==> src/rtl/word_burst_pkg.sv <==
// Shared types and width helpers for the word burst writer.
package word_burst_pkg;

  // Default geometry of the UART->FIFO->DDR path.
  localparam int DEF_DATA_W     = 16;
  localparam int DEF_ADDR_W     = 28;
  localparam int DEF_BURST_LEN  = 8;
  localparam int DEF_FIFO_DEPTH = 32;

  typedef enum logic [1:0] {
    ST_IDLE = 2'd0,
    ST_CMD  = 2'd1,
    ST_DATA = 2'd2
  } state_t;

  // Byte stride of one word on the DDR byte-address bus.
  function automatic int bytes_per_word(input int data_w);
    return data_w / 8;
  endfunction

  // Width of a field that must hold 0..n inclusive, where n is a power of two.
  function automatic int cnt_width(input int n);
    return $clog2(n) + 1;
  endfunction

endpackage

==> src/rtl/word_fifo.sv <==
// First-word-fall-through word buffer: the head is visible on o_data
// combinationally, and the occupancy count is registered.
module word_fifo
  import word_burst_pkg::*;
#(
  parameter int DATA_W = DEF_DATA_W,
  parameter int DEPTH  = DEF_FIFO_DEPTH
) (
  input  logic                    i_clk,
  input  logic                    i_rst_n,
  input  logic                    i_push,
  input  logic [DATA_W-1:0]       i_data,
  input  logic                    i_pop,
  output logic [DATA_W-1:0]       o_data,
  output logic [$clog2(DEPTH):0]  o_count,
  output logic                    o_full,
  output logic                    o_empty
);
  localparam int PTR_W = $clog2(DEPTH);
  localparam int CNT_W = cnt_width(DEPTH);

  logic [DATA_W-1:0] mem [DEPTH];
  logic [PTR_W-1:0]  wr_ptr, rd_ptr;
  logic [CNT_W-1:0]  count;
  logic              do_push, do_pop;

  // Full/empty come from the registered count, so a pop in the same cycle
  // never makes room for a push into a full buffer.
  assign o_full  = (count == CNT_W'(DEPTH));
  assign o_empty = (count == '0);
  assign do_push = i_push && !o_full;
  assign do_pop  = i_pop && !o_empty;
  assign o_data  = mem[rd_ptr];
  assign o_count = count;

  // Storage array carries no reset; contents are meaningless after reset.
  always_ff @(posedge i_clk) begin
    if (do_push) mem[wr_ptr] <= i_data;
  end

  // Pointers wrap naturally since DEPTH is a power of two.
  always_ff @(posedge i_clk or negedge i_rst_n) begin
    if (!i_rst_n) begin
      wr_ptr <= '0;
      rd_ptr <= '0;
      count  <= '0;
    end else begin
      if (do_push) wr_ptr <= wr_ptr + 1'b1;
      if (do_pop)  rd_ptr <= rd_ptr + 1'b1;
      case ({do_push, do_pop})
        2'b10:   count <= count + 1'b1;
        2'b01:   count <= count - 1'b1;
        default: count <= count;
      endcase
    end
  end

endmodule

==> src/rtl/word_burst_writer.sv <==
// Buffers packetizer words and drains them to the DDR native write port as
// fixed-length bursts at incrementing addresses; a flush drains a partial burst.
module word_burst_writer
  import word_burst_pkg::*;
#(
  parameter int                DATA_W     = DEF_DATA_W,
  parameter int                ADDR_W     = DEF_ADDR_W,
  parameter int                BURST_LEN  = DEF_BURST_LEN,
  parameter int                FIFO_DEPTH = DEF_FIFO_DEPTH,
  parameter logic [ADDR_W-1:0] BASE_ADDR  = '0
) (
  input  logic                         i_clk,
  input  logic                         i_rst_n,
  input  logic                         i_valid,
  input  logic [DATA_W-1:0]            i_data,
  input  logic                         i_flush,
  output logic                         o_cmd_valid,
  input  logic                         i_cmd_ready,
  output logic [ADDR_W-1:0]            o_cmd_addr,
  output logic [$clog2(BURST_LEN):0]   o_cmd_len,
  output logic                         o_wr_valid,
  input  logic                         i_wr_ready,
  output logic [DATA_W-1:0]            o_wr_data,
  output logic                         o_wr_last,
  output logic                         o_overflow,
  output logic [$clog2(FIFO_DEPTH):0]  o_level
);
  localparam int LEN_W = cnt_width(BURST_LEN);
  localparam int CNT_W = cnt_width(FIFO_DEPTH);
  localparam int BPW   = bytes_per_word(DATA_W);

  state_t            state;
  logic [LEN_W-1:0]  len_q, beat_q;
  logic [ADDR_W-1:0] addr_q;
  logic              flush_q, cmd_valid_q, wr_valid_q, wr_last_q, overflow_q;

  logic [CNT_W-1:0]  count;
  logic              fifo_full, fifo_empty, pop;
  logic              burst_rdy, part_rdy;

  assign pop       = wr_valid_q && i_wr_ready && !fifo_empty;
  assign burst_rdy = (count >= CNT_W'(BURST_LEN));
  // A full burst takes precedence; the flush then catches whatever is left.
  assign part_rdy  = flush_q && (count != '0) && !burst_rdy;

  word_fifo #(
    .DATA_W (DATA_W),
    .DEPTH  (FIFO_DEPTH)
  ) u_fifo (
    .i_clk   (i_clk),
    .i_rst_n (i_rst_n),
    .i_push  (i_valid),
    .i_data  (i_data),
    .i_pop   (pop),
    .o_data  (o_wr_data),
    .o_count (count),
    .o_full  (fifo_full),
    .o_empty (fifo_empty)
  );

  // Sticky drop flag: no backpressure upstream, so a push into full is lost.
  always_ff @(posedge i_clk or negedge i_rst_n) begin
    if (!i_rst_n)                  overflow_q <= 1'b0;
    else if (i_valid && fifo_full) overflow_q <= 1'b1;
  end

  // Flush latch: a new pulse wins; otherwise IDLE consumes it whenever no
  // full burst is pending (partial burst issued, or nothing to drain).
  always_ff @(posedge i_clk or negedge i_rst_n) begin
    if (!i_rst_n)                            flush_q <= 1'b0;
    else if (i_flush)                        flush_q <= 1'b1;
    else if (state == ST_IDLE && !burst_rdy) flush_q <= 1'b0;
  end

  // Burst sequencer: command issue, beat counting and address advance.
  always_ff @(posedge i_clk or negedge i_rst_n) begin
    if (!i_rst_n) begin
      state       <= ST_IDLE;
      len_q       <= '0;
      beat_q      <= '0;
      addr_q      <= BASE_ADDR;
      cmd_valid_q <= 1'b0;
      wr_valid_q  <= 1'b0;
      wr_last_q   <= 1'b0;
    end else begin
      case (state)
        ST_IDLE: begin
          if (burst_rdy) begin
            state       <= ST_CMD;
            len_q       <= LEN_W'(BURST_LEN);
            cmd_valid_q <= 1'b1;
          end else if (part_rdy) begin
            state       <= ST_CMD;
            len_q       <= LEN_W'(count);
            cmd_valid_q <= 1'b1;
          end
        end
        ST_CMD: begin
          if (i_cmd_ready) begin
            state       <= ST_DATA;
            cmd_valid_q <= 1'b0;
            wr_valid_q  <= 1'b1;
            beat_q      <= '0;
            wr_last_q   <= (len_q == LEN_W'(1));
          end
        end
        ST_DATA: begin
          if (pop) begin
            if (wr_last_q) begin
              state      <= ST_IDLE;
              wr_valid_q <= 1'b0;
              wr_last_q  <= 1'b0;
              addr_q     <= addr_q + ADDR_W'(len_q) * ADDR_W'(BPW);
            end else begin
              beat_q    <= beat_q + 1'b1;
              wr_last_q <= (beat_q + LEN_W'(2) == len_q);
            end
          end
        end
        default: state <= ST_IDLE;
      endcase
    end
  end

  assign o_cmd_valid = cmd_valid_q;
  assign o_cmd_addr  = addr_q;
  assign o_cmd_len   = len_q;
  assign o_wr_valid  = wr_valid_q;
  assign o_wr_last   = wr_last_q;
  assign o_overflow  = overflow_q;
  assign o_level     = count;

endmodule

==> config.mk <==
export PLATFORM = sky130hd
export DESIGN_NAME = word_burst_writer
export DESIGN_NICKNAME = d
export VERILOG_FILES = /design/src/rtl/word_burst_pkg.sv /design/src/rtl/word_fifo.sv /design/src/rtl/word_burst_writer.sv
export SDC_FILE = /design/constraint.sdc
export NUM_CORES = 1
export LEC_CHECK = 0
export BUFFER_PORTS_ARGS = -buffer_cell sky130_fd_sc_hd__buf_2
export CORE_MARGIN = 2
export CORE_UTILIZATION = 25
export DETAILED_ROUTE_END_ITERATION = 8
export GPL_TIMING_DRIVEN = 0
export HOLD_SLACK_MARGIN = 0.05
export PLACE_DENSITY_LB_ADDON = 0.2
export SLEW_MARGIN = 10
export SYNTH_ARGS = -nofsm -noshare
export SYNTH_HDL_FRONTEND = slang
export SYNTH_SLANG_ARGS = --single-unit
==> constraint.sdc <==
create_clock -name i_clk -period 4.4 [get_ports i_clk]
set_input_delay 0.44 -clock i_clk [delete_from_list [all_inputs] [get_ports i_clk]]
set_output_delay 0.44 -clock i_clk [all_outputs]
set_load 0.01 [all_outputs]
==> metrics.md <==
| Metric | Value |
|---|---|
| CTS tree | `done` |
| Max incr delay on CP | `640 ps` |
| Number of optimization iterations in the first detailed-route pass | `4` |
| Mean instance size in the synthesized netlist | `17.7 um2` |
| Number of buffers inserted during clock tree synthesis | `59` |
| Area of the mapped netlist | `roughly 23000 um2` |
| Post-layout util | `29.9%` |
| Count of pins on the block boundary | `80` |
| Full die area | `93400 um2` |
| Post-synth cell types | `53` |
| Min cycle time layout | `4160 ps` |
| Clock Sink Count | `570` |
| Clock Latency Late Sink | `620 ps` |
| Hold Path Sink | `o_overflow` |
| Worst Reg-to-Reg Cells | `10` |
| PostCTS Resize Cnt | `0` |
| Number of cells traversed by the worst hold path | `2` |
| Buffer cell driving the clock tree root | `sky130_fd_sc_hd__clkbuf_16` |
| Kind of start point of the critical path | `register` |
| Final routed DRC violation total | `0` |
| Initial antenna violation count | `0` |
| DIE WIDTH | `approximately 310 um` |
| Maximum clock path buffer count | `3` |
| Final ANT Viol Nets | `0` |
| RD Place Congestion | `0.822` |
| Post-CTS Setup Bufs | `0` |
| Tightest Pin Transition | `881 ps` |
| Worst Path Class, Setup | `reg2out` |
| Clock input transition at the sequential cells of the worst setup and hold paths | `60 ps` |
| Final setup violation count | `0` |
| Hold wc startpoint | `i_valid` |
| CP cell instances | `buf_2 -> buf_2 -> clkbuf_1 -> mux4_2 -> inv_1 -> o22ai_1 -> a31oi_1 -> nand3_1 -> buf_2` |
| Worst-path cell with the longest stage delay | `sky130_fd_sc_hd__a31oi_1` |
| Most frequent cell after synthesis | `sky130_fd_sc_hd__edfxtp_1` |
| Signed area change from the synthesized netlist to the final layout | `18.5%` |
| Placed wire-length estimate after detailed placement | `a little under 40000 um` |
| Post-synth ARST share | `approximately a tenth` |
| Static power due to leakage | `between 9 and 10 nW` |
| Cell taking the most area after synthesis | `sky130_fd_sc_hd__edfxtp_1` |
| Number of hold buffers added after cts | `3` |
| Total gr overflow | `0` |
| Max IR drop VDD | `0.000349 V` |
| Number of buffers inserted by port buffering | `78` |
| Total negative setup slack | `0 ps` |
| Rows | `110` |
| Main synth FF type | `sky130_fd_sc_hd__edfxtp_1` |
| Top delay family on crit path | `buffers and inverters` |
| Max-cap violations | `0` |
| Worst Clk Skew | `46.3 ps` |
| CP Buf/Inv Count | `5` |
| Most Frequent Cell on Critical Path | `sky130_fd_sc_hd__buf_2` |
| DR WL met3 | `2720 um` |
| Reg2reg end | `u_fifo.o_count[5]` |
| Ranking of synthesized cells by instance count | `sky130_fd_sc_hd__edfxtp_1, sky130_fd_sc_hd__mux2i_1, sky130_fd_sc_hd__a22oi_1, sky130_fd_sc_hd__mux4_2, sky130_fd_sc_hd__dfrtp_1` |
| Amount of wire on met2 after detailed routing | `25700 um` |
| Number of antenna cells inserted | `0` |
| Total via count after detailed routing | `11900` |
| FF-to-FF setup slack | `1080 ps` |
| Post-route fraction of the period consumed by the critical path | `94.5%` |
| Metal-1 WL | `between 20000 and 30000 um` |
| Via/cell ratio | `4.44` |
| Iteration-0 DRC Markers | `834` |
| Max Used Layer | `met4` |
| Global-route usage over all layers | `12.3%` |
| Starting density of the core | `25.3%` |
| Net count, final | `1492` |
| Vert. Die Dim | `306 um` |
| Worst-case headroom to the max-slew limit | `41.2%` |
| Data required, critical path | `3960 ps` |
| Core region area | `between 90000 and 100000 um2` |
| Number of hold violations in the final report | `0` |
| CTS HTree Levels | `2` |
| Mapped Cells | `1281` |
| RSZ-0062 raised after global routing | `no` |
| Largest net degree at the start of global routing | `59` |
| Worst reg2reg path startpoint | `u_fifo.o_count[0]` |
| Vias in the first global route | `12400` |
| Critical path peak fanout | `10` |
| Result of the run | `finished, final reports clean` |
| Top cells by area in the synthesized netlist | `sky130_fd_sc_hd__edfxtp_1, sky130_fd_sc_hd__dfrtp_1, sky130_fd_sc_hd__mux4_2` |
| Critical path data arrival time | `about 3700 ps` |
| Final wirelength | `between 50000 and 60000 um` |
| Post-synthesis sequential area ratio | `around 74%` |
| Final Max Tran Viols | `0` |
| Worst hold path type | `in2reg` |
| Crit path capture type | `output port` |
| Max Clk Rate | `241 MHz` |
| First-pass GRT wire length | `85200 um` |
| Layout cells sized above 1 | `between 20% and 30%` |
| Routed wirelength normalized by instance count | `21.4 um` |
| Count of flip-flops with a built-in enable after synthesis | `512` |
| Number of warnings reported in the yosys synthesis log | `0` |
| Register bit count reported by yosys | `570` |
| Fill cell instance count of the final layout | `8985` |
| Number of nets produced by synthesis | `1321` |
| P per Cell Area | `approximately 600 nW/um2` |
| Synth top area share | `67.6%` |
-- how the worst max path moves through the flow --
stage                                 start                 to  slack, ps  cells past startpoint
after floorplan           u_fifo.o_count[0]  u_fifo.o_count[5]       1350                     11
after global placement     u_fifo.rd_ptr[1]       o_wr_data[7]        850                      9
after detailed placement   u_fifo.rd_ptr[1]       o_wr_data[7]        860                      9
after CTS                  u_fifo.rd_ptr[1]       o_wr_data[7]        160                      9
after global routing       u_fifo.rd_ptr[1]       o_wr_data[7]        140                      9
final                      u_fifo.rd_ptr[1]       o_wr_data[7]        240                      9
-- cell type report --
class	count	area [um2]	share of cell area, %
repair buffers	110	832	3.09
flip-flops and latches	570	16800	62.4
clock inverters	28	265	0.984
inverters	40	150	0.557
plain buffers	68	329	1.22
multi-input cells	603	5510	20.4
well taps	1176	1470	5.46
clock buffers	78	1570	5.82
-- power by group --
part	total (W)	internal, W	switching (W)	leakage (nW)
sequential	0.00652	0.00631	0.000205	5.36
combinational	0.00508	0.00190	0.00318	3.12
clock	0.00478	0.00273	0.00205	0.886
-- worst register-to-register path, stage by stage (launching register included) --
cell                       delay [ps]
sky130_fd_sc_hd__dfrtp_1          570
sky130_fd_sc_hd__nor4_2           140
sky130_fd_sc_hd__a21oi_2          430
sky130_fd_sc_hd__buf_2            380
sky130_fd_sc_hd__ha_1             410
sky130_fd_sc_hd__ha_1             320
sky130_fd_sc_hd__a211o_1          290
sky130_fd_sc_hd__o211ai_1         160
sky130_fd_sc_hd__nor4b_1           90
sky130_fd_sc_hd__a211o_1          300
sky130_fd_sc_hd__xnor2_1          120
-- per-layer routing --
metal,vias to the layer above,global-route usage [%]
li1,5396,-
met1,6132,17.6
met2,270,18.9
met3,71,2.20
met4,0,3.91
met5,-,0
-- cells by family after synthesis --
kind of cell	after synthesis	share of synthesized area (%)
xor+xnor	41	1.58
compound gates	153	4.58
fa+ha+maj	18	1.06
buf+inv	108	2.11
mux	197	12.2
simple gates	193	4.44
other cells	1	0.0165
flops	570	74.0
-- layout by cell type, fill, tap and decap left out, types with 3 or more instances in the layout --
cell	count
sky130_fd_sc_hd__nor2_1	15
sky130_fd_sc_hd__nor4b_1	4
sky130_fd_sc_hd__edfxtp_1	512
sky130_fd_sc_hd__and2_1	3
sky130_fd_sc_hd__nand3b_1	6
sky130_fd_sc_hd__o21ai_0	10
sky130_fd_sc_hd__nand4_1	11
sky130_fd_sc_hd__clkbuf_1	39
sky130_fd_sc_hd__clkinv_2	6
sky130_fd_sc_hd__ha_1	16
sky130_fd_sc_hd__buf_4	4
sky130_fd_sc_hd__and3_1	6
sky130_fd_sc_hd__a22oi_1	64
sky130_fd_sc_hd__and4_1	3
sky130_fd_sc_hd__buf_6	9
sky130_fd_sc_hd__a21o_1	6
sky130_fd_sc_hd__inv_1	40
sky130_fd_sc_hd__a211oi_1	3
sky130_fd_sc_hd__o22ai_1	16
sky130_fd_sc_hd__buf_2	115
sky130_fd_sc_hd__dlygate4sd3_1	3
sky130_fd_sc_hd__mux2i_1	129
sky130_fd_sc_hd__a22o_1	4
sky130_fd_sc_hd__nand2_1	28
sky130_fd_sc_hd__nor2_2	32
sky130_fd_sc_hd__nor2b_1	21
sky130_fd_sc_hd__a211o_1	3
sky130_fd_sc_hd__xnor2_1	32
sky130_fd_sc_hd__bufinv_16	4
sky130_fd_sc_hd__xor2_1	9
sky130_fd_sc_hd__buf_8	22
sky130_fd_sc_hd__clkinv_1	14
sky130_fd_sc_hd__dfrtp_1	58
sky130_fd_sc_hd__mux2_2	4
sky130_fd_sc_hd__buf_1	3
sky130_fd_sc_hd__a31oi_1	18
sky130_fd_sc_hd__mux4_2	64
sky130_fd_sc_hd__nand3_1	48
sky130_fd_sc_hd__a21oi_1	22
sky130_fd_sc_hd__clkbuf_16	59
-- stage by stage --
stage / cells / setup slack, ps / power, W / cell area, um2 / hold slack (ps)
CTS: 2673 / 164 / 0.0166 / 27000 / 65.9
global placement: 2535 / 853 / 0.0117 / 24600 / 451
global route: 2673 / 135 / 0.0172 / 27000 / 102
detailed placement: 2564 / 857 / 0.0118 / 25100 / 456
finish: 2673 / 243 / 0.0164 / 27000 / 123
floorplan: 1281 / 1350 / 0.00972 / 22700 / 144
-- registers in the layout, indices dropped and copies added (netlist names), 2 cells and up --
register,cells
o_cmd_addr,27
u_fifo.rd_ptr,5
beat_q,4
o_cmd_len,4
u_fifo.o_count,6
u_fifo.mem,512
state,2
u_fifo.wr_ptr,5
(Power assumes the default switching activity.)
